--- config.mk ---
export PLATFORM = sky130hd
export DESIGN_NAME = led_sequencer
export DESIGN_NICKNAME = d
export VERILOG_FILES = /design/src/rtl/led_seq_pkg.sv /design/src/rtl/led_seq_table.sv /design/src/rtl/led_sequencer.sv
export SDC_FILE = /design/constraint.sdc
export NUM_CORES = 1
export LEC_CHECK = 0
export ABC_AREA = 1
export CORE_AREA = 3 3 179 181
export DETAILED_ROUTE_END_ITERATION = 7
export DIE_AREA = 0 0 182 184
export GPL_TIMING_DRIVEN = 0
export PLACE_DENSITY = 0.72
export SLEW_MARGIN = 20
export SYNTH_ARGS = -nofsm -noshare
export SYNTH_HDL_FRONTEND = slang
export SYNTH_SLANG_ARGS = --single-unit
--- constraint.sdc ---
create_clock -name clk -period 3.8 [get_ports clk]
set_clock_uncertainty 0.2 [all_clocks]
set_input_delay 0.76 -clock clk [delete_from_list [all_inputs] [get_ports clk]]
set_output_delay 0.76 -clock clk [all_outputs]
set_load 0.05 [all_outputs]
--- src/rtl/led_seq_pkg.sv ---
// Shared types and constants for the LED colour sequencer.
//   state_t : sequencer FSM states
//   mode_t  : latched sequencing mode (reserved mode 3 decodes to MODE_LOOP)
//   FUNCT3_SW : store-word funct3 presented on every dmem write
package led_seq_pkg;

   typedef enum logic [1:0] {IDLE, WRITE, DWELL, DONE} state_t;

   typedef enum logic [1:0] {MODE_LOOP, MODE_ONESHOT, MODE_PINGPONG} mode_t;

   localparam logic [2:0] FUNCT3_SW = 3'b010;

endpackage

--- src/rtl/led_seq_table.sv ---
// Colour table for the LED sequencer: NUM_STEPS x 32-bit register file that
// resets to DEFAULT_TABLE (entry 0 in the LSBs), one write port, one async read.
// Ports:
//   clk      in   clock (negedge-active, like the memory block)
//   reset    in   synchronous active-high reset
//   wren     in   write enable
//   wr_idx   in   write index; indices >= NUM_STEPS are ignored
//   wr_data  in   write data
//   rd_idx   in   read index
//   rd_data  out  table[rd_idx]
module led_seq_table
   import led_seq_pkg::*;
#(
   parameter int                      NUM_STEPS     = 6,
   parameter int                      IDX_W         = 3,
   parameter logic [NUM_STEPS*32-1:0] DEFAULT_TABLE = '0
) (
   input  logic             clk,
   input  logic             reset,
   input  logic             wren,
   input  logic [IDX_W-1:0] wr_idx,
   input  logic [31:0]      wr_data,
   input  logic [IDX_W-1:0] rd_idx,
   output logic [31:0]      rd_data
);

   logic [31:0] mem [NUM_STEPS];

   always_ff @(negedge clk) begin
      if (reset) begin
         for (int i = 0; i < NUM_STEPS; i++) begin
            mem[i] <= DEFAULT_TABLE[i*32 +: 32];
         end
      end else if (wren && (int'(wr_idx) < NUM_STEPS)) begin
         mem[wr_idx] <= wr_data;
      end
   end

   assign rd_data = mem[rd_idx];

endmodule

--- src/rtl/led_sequencer.sv ---
// LED colour sequencer: steps through a programmable colour table and writes
// each word to the memory-mapped LED register via the dmem write port, with
// loop / one-shot / ping-pong modes, per-step dwell, start/stop and a write
// stall on dmem_busy. All logic runs on the falling clock edge.
// Build option: define LED_SEQ_PINGPONG_EN to build the ping-pong direction
// register; without it mode 2 runs as loop.
//
//   state | meaning
//   IDLE  | stopped, waiting for start
//   WRITE | dmem_wren high, holding colour until the memory accepts it
//   DWELL | counting down the per-step dwell before the next step
//   DONE  | one-shot finished, last colour still presented
//
// Ports:
//   clk, reset            clock, synchronous active-high reset
//   start, stop           control pulses (stop wins)
//   mode, dwell_cycles    sequencing mode and per-step dwell, sampled at start
//   tbl_wren/idx/data     colour table write port
//   dmem_busy             memory cannot accept a write this cycle
//   dmem_wren/address/data_in, funct3   dmem write port
//   busy, done, step_idx  status
module led_sequencer
   import led_seq_pkg::*;
#(
   parameter int                      NUM_STEPS     = 6,
   parameter int                      DWELL_W       = 22,
   parameter logic [31:0]             LED_ADDR      = 32'hFFFF_FFFC,
   parameter logic [NUM_STEPS*32-1:0] DEFAULT_TABLE = {32'h00FF_00FF, 32'h0000_00FF,
                                                       32'h0000_FFFF, 32'hFF00_FF00,
                                                       32'hFFFF_FF00, 32'hFFFF_0000},
   parameter int                      IDX_W         = (NUM_STEPS > 1) ? $clog2(NUM_STEPS) : 1
) (
   input  logic               clk,
   input  logic               reset,
   input  logic               start,
   input  logic               stop,
   input  logic [1:0]         mode,
   input  logic [DWELL_W-1:0] dwell_cycles,
   input  logic               tbl_wren,
   input  logic [IDX_W-1:0]   tbl_idx,
   input  logic [31:0]        tbl_data,
   input  logic               dmem_busy,
   output logic               dmem_wren,
   output logic [31:0]        dmem_address,
   output logic [31:0]        dmem_data_in,
   output logic [2:0]         funct3,
   output logic               busy,
   output logic               done,
   output logic [IDX_W-1:0]   step_idx
);

   localparam logic [IDX_W-1:0] LAST_IDX = IDX_W'(NUM_STEPS - 1);

   state_t             state, state_nxt;
   mode_t              mode_q, mode_nxt;
   logic [DWELL_W-1:0] dwell_q, dwell_nxt;
   logic [DWELL_W-1:0] count, count_nxt;
   logic [IDX_W-1:0]   step_nxt, adv_idx, rd_idx;
   logic [31:0]        data_nxt, rd_data;
   logic               adv_done;
`ifdef LED_SEQ_PINGPONG_EN
   logic               dir_up, dir_nxt, adv_up;
`endif

   led_seq_table #(
      .NUM_STEPS     (NUM_STEPS),
      .IDX_W         (IDX_W),
      .DEFAULT_TABLE (DEFAULT_TABLE)
   ) u_table (
      .clk     (clk),
      .reset   (reset),
      .wren    (tbl_wren),
      .wr_idx  (tbl_idx),
      .wr_data (tbl_data),
      .rd_idx  (rd_idx),
      .rd_data (rd_data)
   );

   assign dmem_address = LED_ADDR;
   assign funct3       = FUNCT3_SW;

   always_ff @(negedge clk) begin
      if (reset) begin
         state        <= IDLE;
         mode_q       <= MODE_LOOP;
         dwell_q      <= '0;
         count        <= '0;
         step_idx     <= '0;
         dmem_data_in <= '0;
`ifdef LED_SEQ_PINGPONG_EN
         dir_up       <= 1'b1;
`endif
      end else begin
         state        <= state_nxt;
         mode_q       <= mode_nxt;
         dwell_q      <= dwell_nxt;
         count        <= count_nxt;
         step_idx     <= step_nxt;
         dmem_data_in <= data_nxt;
`ifdef LED_SEQ_PINGPONG_EN
         dir_up       <= dir_nxt;
`endif
      end
   end

   // Step that follows step_idx in the latched mode; adv_done flags the end of a one-shot run.
   always_comb begin
      adv_idx  = step_idx;
      adv_done = 1'b0;
`ifdef LED_SEQ_PINGPONG_EN
      adv_up   = dir_up;
      if (mode_q == MODE_PINGPONG) begin
         if (NUM_STEPS == 1) begin
            adv_idx = '0;
         end else if (dir_up) begin
            if (step_idx == LAST_IDX) begin
               adv_idx = step_idx - 1'b1;
               adv_up  = 1'b0;
            end else begin
               adv_idx = step_idx + 1'b1;
            end
         end else begin
            if (step_idx == '0) begin
               adv_idx = step_idx + 1'b1;
               adv_up  = 1'b1;
            end else begin
               adv_idx = step_idx - 1'b1;
            end
         end
      end else begin
`else
      begin
`endif
         if (step_idx == LAST_IDX) begin
            adv_idx  = '0;
            adv_done = (mode_q == MODE_ONESHOT);
         end else begin
            adv_idx = step_idx + 1'b1;
         end
      end
   end

   always_comb begin
      state_nxt = state;
      mode_nxt  = mode_q;
      dwell_nxt = dwell_q;
      count_nxt = count;
      step_nxt  = step_idx;
      data_nxt  = dmem_data_in;
      rd_idx    = adv_idx;
`ifdef LED_SEQ_PINGPONG_EN
      dir_nxt   = dir_up;
`endif
      dmem_wren = 1'b0;
      busy      = 1'b0;
      done      = 1'b0;

      unique case (state)
         IDLE, DONE: begin
            done = (state == DONE);
            if (start && !stop) begin
               state_nxt = WRITE;
               step_nxt  = '0;
               rd_idx    = '0;
               data_nxt  = rd_data;
               dwell_nxt = (dwell_cycles == '0) ? DWELL_W'(1) : dwell_cycles;
`ifdef LED_SEQ_PINGPONG_EN
               dir_nxt   = 1'b1;
`endif
               case (mode)
                  2'd1:    mode_nxt = MODE_ONESHOT;
`ifdef LED_SEQ_PINGPONG_EN
                  2'd2:    mode_nxt = MODE_PINGPONG;
`endif
                  default: mode_nxt = MODE_LOOP;
               endcase
            end
         end
         WRITE: begin
            dmem_wren = !reset;
            busy      = 1'b1;
            if (!dmem_busy) begin
               state_nxt = DWELL;
               count_nxt = dwell_q - 1'b1;
            end
         end
         DWELL: begin
            busy = 1'b1;
            if (count != '0) begin
               count_nxt = count - 1'b1;
            end else if (adv_done) begin
               state_nxt = DONE;
            end else begin
               state_nxt = WRITE;
               step_nxt  = adv_idx;
               data_nxt  = rd_data;
`ifdef LED_SEQ_PINGPONG_EN
               dir_nxt   = adv_up;
`endif
            end
         end
      endcase

      if (stop) begin
         state_nxt = IDLE;
         mode_nxt  = mode_q;
         dwell_nxt = dwell_q;
         count_nxt = count;
         step_nxt  = step_idx;
         data_nxt  = dmem_data_in;
`ifdef LED_SEQ_PINGPONG_EN
         dir_nxt   = dir_up;
`endif
      end
   end

endmodule
==> flow_summary.ini, run 1 <==
[outcome]
violations = setup timing
outcome = finished with violations

[synth]
synth.cell_area_mm2 = 0.01608
yosysWarnings = 0
netlist_instances = 1872
seq_area_frac_synth_pct = 58.01
yosysTopAreaCellShare_pct = 47.81
synthMuxAreaShare_pct = 0
synthAdderAreaFrac_pct = 0.3890
synthTopCellsByArea = edfxtp_1, nand2_1, dfxtp_1
yosysUniqueCellTypes = 36
yosysTopAreaCell = edfxtp_1
ys_ff_latch = 338
synth_xor_area_share_pct = 0.3813
synthSimpleGateAreaFrac_pct = 26.70
avgSynthCellArea_um2 = 8.590
synth-compound-area-share_pct = 5.602
synth_top_family_by_area = simple AND/OR/NAND/NOR gates

[sta]
rsz0062_at_grt = yes
fin_tns_setup_ns = -6.238
hold_viol = 0
drv_slew = 0
slew_headroom_pct = 43.98
tightestPinTransition_ns = 0.8403
layout_setup_ws_ns = -0.5641
final-setup-viol-count = 60

[routing]
vias_per_cell = 5.285
vias = 15458
dr.first_iter.drc_count = 1781
drt-total-wl_um = 52320
ant_nets = 0
drcViolationCount = 0
drt_pass1_iterations = 7
routedWlPerCell_um = 17.89

[hold_path]
hp-class = flop to flop

[cts]
clk_pin_slew_ns = 0.03
numCtsBuffers = 39
clock_sinks = 338
cts_root_buffer = clkbuf_16
cts_tree = done
clk_path_buf_depth = 3
cts_max_level = 2
clock_latency_ns = 0.60

[place]
hpwl_um = 30300
numPortBuffers = 101
numPlacedInstances = 2468
gp_congestion = 0.9168

[critical_path]
r2r-end = dmem_data_in[31]
path_max_fanout = 4
endpoint_kind = primary output
crit_required_ns = 2.84
arrival_ns = 3.40
reg2reg_depth = 10
crit_end = busy
regToRegStartpoint = step_idx[0]
crit_slowest_cell = dfxtp_4
crit_type = flop to primary output
crit_path_max_incr_delay_ns = 0.36
r2r_slack_ns = 1.07
crit_start = state[0]
crit_chain = inv_2, ha_4, clkinvlp_4, buf_8
worstSetupStartpointType = flop

[die]
num_rows = 64
io_pins = 138
fp.dieH_um = 184
initial_utilization_pct = 52.57
dieWidth_um = 182
core_mm2 = 0.03059
die_area_mm2 = 0.03349

[grt]
grt_pass1_wl_um = 78890
grt_antenna_before_repair = 0
first_global_vias = 15508
grt-ovfl-total = 0
grt_max_degree = 17
grtUsageTotal_pct = 30.18

[finish]
layout_common_cells = nand2_1, inv_1, edfxtp_1
nets = 2575
final_layout_size_suffix_gt1_share_pct = 17.91
final.fill_count = 2201
area_growth_pct = 37.65
instances_no_fill = 2925
final_common_cell = nand2_1
antenna_cells = 0

[pwr]
total_power_mw = 11.29
power_leakage_nw = 10.88
vdd_drop_max_v = 0.0004758
power.density_mw_per_mm2 = 510.0

[job]
cap_violations = 0
[synth_stat cells, drive strengths merged]
cell,instances
a211oi,6
a21boi,1
a21oi,64
and2,1
buf,96
clkbuf,30
conb,2
dfxtp,82
edfxtp,256
ha,5
inv,183
nand2,598
nand3,121
nand3b,2
nand4,5
nor2,273
nor3,4
nor4,2
o21ai,101
o21bai,1
or2,32
xor2,7
[repair_timing]
| item | CTS | global route |
|---|---|---|
| buffers inserted | 28 | 12 |
| endpoints found under the setup margin | 562 | 213 |
| resized for setup | 445 | 77 |
| gates cloned | 14 | 1 |
| hold buffers | 0 | 0 |
| pin swaps | 15 | 12 |
| hold endpoints to repair | 0 | 0 |
[cell families after synthesis]
group / count (synthesis)
and+or+nand+nor: 1038
buffers and inverters: 309
xor gates and xnor gates: 7
DFF: 338
AOI/OAI and AO/OA: 173
other: 2
adders and majority gates: 5
[metal layers]
metal	track usage, %	wire length, µm
met1	36.64	19420
met2	48.71	24780
met3	8.943	5711
met4	16.39	2410
met5	0	0
[where the power goes]
group          leakage [nW]  internal, mW  switching (mW)
sequential             3.20          4.28          0.0950
clock                  2.42          2.75            2.54
combinational          5.26         0.553            1.08
[critical path, delay by kind of cell, from the launching register on]
| kind | cells | cell delay [ns] |
|---|---|---|
| adders and majority gates | 1 | 0.27 |
| buffers and inverters | 3 | 0.29 |
| DFF | 1 | 0.36 |
[sequential cells by signal, indices dropped and copies added (netlist names)]
signal,count
mode_q,1
u_table.mem,256
dwell_q,22
count,22
dmem_data_in,32
state,2
step_idx,3
[stage by stage]
step	hold WS, ns	util [%]	worst slack (ns)	instance area, µm²
floorplan	0.2244	-	-0.6015	16790
global placement	0.2566	59.80	-1.874	18290
detailed placement	0.2670	59.90	-1.539	18320
CTS	0.2734	71.42	-0.5593	21850
global route	0.2957	72.36	-0.6042	22140
finish	0.2683	72.36	-0.5641	22140
[area by class of cell]
cell class	instances	area, µm²	share of cell area [%]
timing repair buffer	146	1655	7.478
clock buffer	39	975.9	4.409
sequential	338	9395	42.45
tap	396	495.5	2.238
multi-input combinational	1333	6237	28.18
buffer	126	1076	4.861
inverter	182	735.7	3.324
timing repair inverter	1	6.256	0.02826
clock inverter	364	1558	7.037
[worst min path at each step]
stage | startpoint | end | slack [ns] | cells past startpoint
2_1_floorplan | dwell_q[20] | dwell_q[20] | 0.22 | 2
3_3_place_gp | dwell_q[21] | dwell_q[21] | 0.26 | 2
3_5_place_dp | dwell_q[7] | dwell_q[7] | 0.27 | 2
4_1_cts | dwell_q[7] | dwell_q[7] | 0.27 | 2
5_1_grt | dwell_q[21] | dwell_q[21] | 0.30 | 2
6_report | dwell_q[21] | dwell_q[21] | 0.27 | 2
No activity file was read; power rests on OpenSTA's default activity.
==> run 2: changes to the inputs <==
Settings changed: SLEW_MARGIN 20 to default.
==> flow_summary.ini, run 2 (same netlist as run 1, synthesis figures left out) <==
[outcome]
outcome = finished with violations
violations = setup timing

[finish]
area_growth_pct = 38.56
antenna_cells = 0
layout_common_cells = nand2_1, inv_1, edfxtp_1
largest_reg_flops = 256
largest_registers = u_table.mem x256, dmem_data_in x32
nets = 2582
final_common_cell = nand2_1
regMostFlops = u_table.mem
utilization_pct = 72.84
instances_no_fill = 2935
final_layout_size_suffix_gt1_share_pct = 18.83

[routing]
drcViolationCount = 0
vias_per_cell = 5.282
drt-total-wl_um = 53340
vias = 15504
ant_nets = 0
routedWlPerCell_um = 18.17
drt_pass1_iterations = 6
dr.first_iter.drc_count = 1644

[pwr]
p_int_mw = 7.578
total_power_mw = 11.34
seq_power_share_pct = 38.6
power_leakage_nw = 10.98
comb_power_share_pct = 14.5
power.density_mw_per_mm2 = 508.8
vdd_drop_max_v = 0.0003550
p_sw_mw = 3.759
clkPwrFrac_pct = 46.9
switching_share_pct = 33.16

[sta]
tightestPinTransition_ns = 0.8300
final-setup-viol-count = 71
layout_setup_ws_ns = -0.5679
slew_headroom_pct = 44.67
drv_slew = 0
rsz0062_at_grt = yes
hold_viol = 0
hold_slack_ns = 0.2639
fin_tns_setup_ns = -7.226

[critical_path]
endpoint_kind = primary output
crit_slowest_cell = dfxtp_4
crit_type = flop to primary output
crit_path_max_incr_delay_ns = 0.37
crit_chain = inv_4, ha_4, clkinvlp_4, buf_8
arrival_ns = 3.41
crit_start = state[0]
regToRegStartpoint = step_idx[0]
worstSetupStartpointType = flop
crit_required_ns = 2.84
path_max_fanout = 3

[grt]
grt-ovfl-total = 0
grt_antenna_before_repair = 0
grt_pass1_wl_um = 79060
grtUsageTotal_pct = 30.36
first_global_vias = 15681
grt_max_degree = 22

[die]
io_pins = 138
die_area_mm2 = 0.03349
fp.dieH_um = 184
core_mm2 = 0.03059
num_rows = 64
initial_utilization_pct = 52.57
dieWidth_um = 182

[cts]
cts_max_level = 2
clk_path_buf_depth = 3
clock_sinks = 338
cts_root_buffer = clkbuf_16
cts_tree = done
clk_pin_slew_ns = 0.03
postCtsHoldBufs = 0
numCtsBuffers = 40
clock_latency_ns = 0.62

[job]
cap_violations = 0

[place]
numPortBuffers = 101
hpwl_um = 30330
gp_congestion = 0.9168
numPlacedInstances = 2468

[hold_path]
hp-class = flop to flop
worstHoldStart = dwell_q[21]
run 2: cell count changes in the layout (fill, tap and decap cells not counted), moves of 3 or more:
| cell | delta |
|---|---|
| buf_2 | +3 |
| buf_4 | +6 |
| buf_6 | -8 |
| clkbuf_16 | +5 |
| clkinvlp_2 | -3 |
| inv_1 | +6 |
| inv_2 | -4 |
| nand2_1 | -11 |
| nand2_2 | +10 |
| nor2_1 | -9 |
| nor2_2 | +13 |
| nor2_4 | -4 |
| o21ai_0 | +3 |
| o21ai_1 | -3 |
run 2: layer usage:
layer	up-vias	wire (µm)	GRT usage (%)	part of all wire, %
li1	7161	-	-	-
met1	7139	19640	36.10	37
met2	1011	25410	49.20	48
met3	193	6017	9.517	11
met4	0	2271	17.09	4.3
met5	-	0	0	0
run 2: final cells by class:
cell class	count	area [µm²]
Timing Repair inverter	1	5.005
Timing Repair Buffer	153	1707
Clock inverter	365	1504
Tap cell	396	495.5
Fill cell	2181	8308
Buffer	125	1092
Clock buffer	42	1051
Multi-Input combinational cell	1333	6281
Inverter	182	750.7
Sequential cell	338	9395
run 2: per-stage QoR:
step | worst slack [ns] | instance area [µm²]
after floorplan | -0.6015 | 16790
after global placement | -1.874 | 18290
after detailed placement | -1.554 | 18340
after CTS | -0.5889 | 21820
after global routing | -0.6231 | 22280
final | -0.5679 | 22280
run 2: final timing paths:
path | cells past startpoint | slack, ns | to
max reg2reg | 10 | 1.23 | dmem_data_in[25]
min | 2 | 0.26 | dwell_q[21]
min reg2reg | 2 | 0.26 | dwell_q[21]
max | 4 | -0.57 | busy
run 2: power groups by stage:
stage | registers [mW] | clock network (mW) | logic, mW
2_1_floorplan | 4.47 | 0.530 | 0.871
3_3_place_gp | 4.39 | 0.530 | 1.39
3_5_place_dp | 4.40 | 0.530 | 1.42
4_1_cts | 4.37 | 5.33 | 1.54
5_1_grt | 4.39 | 5.81 | 1.76
6_report | 4.37 | 5.32 | 1.64
run 2: worst max-delay path: cells and delay by family, from the launching register on:
| family | cells | cell delay (ns) |
|---|---|---|
| fa+ha+maj | 1 | 0.27 |
| flops | 1 | 0.37 |
| buf+inv | 3 | 0.30 |
run 2: timing repair:
| item | in CTS | in global routing |
|---|---|---|
| resized for setup | 447 | 99 |
| gates cloned | 13 | 3 |
| endpoints found under the setup margin | 558 | 322 |
| pin swaps | 12 | 15 |
| buffers inserted | 25 | 23 |
==> run 3: changes to the inputs <==
Settings changed: GPL_TIMING_DRIVEN 0 to default, PLACE_DENSITY 0.72 to 0.76.
==> flow_summary.ini, run 3 (same netlist as run 1, synthesis figures left out) <==
[sta]
final-setup-viol-count = 79
slew_headroom_pct = 45.10
rsz0062_at_grt = yes
drv_slew = 0
fin_tns_setup_ns = -8.290
tightestPinTransition_ns = 0.8223
hold_viol = 0
layout_setup_ws_ns = -0.6211

[critical_path]
r2r-end = count[16]
worstSetupStartpointType = flop
crit_required_ns = 2.84
reg2reg_depth = 16
cp_top_family = flip-flops
regToRegStartpoint = state[0]
r2r_slack_ns = 1.01
crit_slowest_cell = dfxtp_2
endpoint_kind = primary output
crit_chain = inv_2, ha_4, clkinvlp_4, buf_12
crit_start = state[0]
arrival_ns = 3.46
path_max_fanout = 3
cp.buffers_inverters = 3
crit_path_max_incr_delay_ns = 0.36
path_depth = 4
crit_type = flop to primary output

[cts]
cts_max_level = 2
clock_latency_ns = 0.82
clk_path_buf_depth = 3
cts_root_buffer = clkbuf_16
numCtsBuffers = 38
clk_pin_slew_ns = 0.06
postCtsHoldBufs = 0
cts_tree = done
clock_sinks = 338

[hold_path]
min_to = dwell_q[21]
whs_path_depth = 2
hp-class = flop to flop
worstHoldStart = dwell_q[21]

[routing]
vias_per_cell = 5.811
vias = 16938
ant_nets = 0
drt_pass1_iterations = 7
drt-total-wl_um = 64590
dr.first_iter.drc_count = 2804
drcViolationCount = 0
routedWlPerCell_um = 22.16

[die]
die_area_mm2 = 0.03349
fp.dieH_um = 184
num_rows = 64
core_mm2 = 0.03059
io_pins = 138
initial_utilization_pct = 52.57
dieWidth_um = 182

[pwr]
total_power_mw = 12.43
power_leakage_nw = 11.20
power.density_mw_per_mm2 = 539.7
vdd_drop_max_v = 0.0003434

[grt]
grtUsageTotal_pct = 31.39
first_global_vias = 16726
grt-ovfl-total = 0
grt_max_degree = 54
grt_pass1_wl_um = 82750
grt_antenna_before_repair = 1

[place]
numPortBuffers = 102
postPlaceCellArea_mm2 = 0.01885
hpwl_um = 26080
gp_congestion = 0.9025

[job]
cap_violations = 0

[finish]
final.fill_count = 1833
final_layout_size_suffix_gt1_share_pct = 20.14
area_growth_pct = 43.16
layout_common_cells = nand2_1, inv_1, edfxtp_1
largest_reg_flops = 256
nets = 2559
regMostFlops = u_table.mem
design_area_mm2 = 0.02302
largest_registers = u_table.mem x256, dmem_data_in x32
final_common_cell = nand2_1

[outcome]
outcome = finished with violations
violations = setup timing
[run 3: cell types whose count changed in the layout (fill, tap and decap cells not counted), moves of 9 or more]
cell and delta:
a21oi_2 +9, buf_2 -15, nand3_2 +19, buf_8 -41, a21oi_1 -9, clkbuf_4 -14, o21ai_0 -12, inv_1 -11
o21ai_1 +10, nand3_1 -21, buf_12 +57
[run 3: how the worst max path moves through the flow]
| stage | slack (ns) | to |
|---|---|---|
| finish | -0.62 | busy |
| global route | -0.64 | busy |
| CTS | -0.59 | busy |
| detailed placement | -1.02 | dmem_data_in[18] |
| global placement | -0.97 | dmem_data_in[16] |
| floorplan | -0.60 | u_table.mem[5][0] |
[run 3: repair_timing]
item,4_1_cts,5_1_grt
gates cloned,18,10
gates resized for setup,134,138
buffers inserted,28,15
pin swaps,15,28
endpoints found under the hold margin,0,0
setup endpoints to repair,542,181
[run 3: layer usage]
layer / share of wire [%] / vias up / GRT usage, %
li1: - / 7124 / -
met1: 31 / 7606 / 34.77
met2: 46 / 1695 / 52.59
met3: 15 / 513 / 10.33
met4: 8.7 / 0 / 19.32
met5: 0 / - / 0
[run 3: through the flow]
step	setup WS [ns]	std cells	util, %	hold WS [ns]
3_3_place_gp	-0.9670	2446	61.63	0.2420
4_1_cts	-0.5915	2898	73.38	0.2681
5_1_grt	-0.6377	2914	75.25	0.2971
3_5_place_dp	-1.021	2446	61.63	0.2550
2_1_floorplan	-0.6015	1969	-	0.2244
6_report	-0.6211	2915	75.26	0.2650
[run 3: power by group]
| group | switching (mW) | total, mW | internal [mW] | leakage [nW] |
|---|---|---|---|---|
| registers | 0.133 | 4.40 | 4.27 | 3.20 |
| clock network | 3.17 | 6.15 | 2.98 | 2.45 |
| logic | 1.20 | 1.87 | 0.665 | 5.54 |
[run 3: final cells by class]
type	instances	area [µm²]	area share (%)
multi-input cells	1330	6351	27.59
clock inverters	368	1665	7.234
repair buffers	261	3361	14.60
well taps	396	495.5	2.152
inverters	182	759.5	3.299
flip-flops and latches	338	9410	40.88
clock buffers	39	975.9	4.239
diodes	1	2.502	0.01087
[run 3: tightest hold or removal path, stage by stage (launching register included)]
cell and delay, ns:
dfxtp_1 0.30, nand2_1 0.06, a21oi_1 0.05
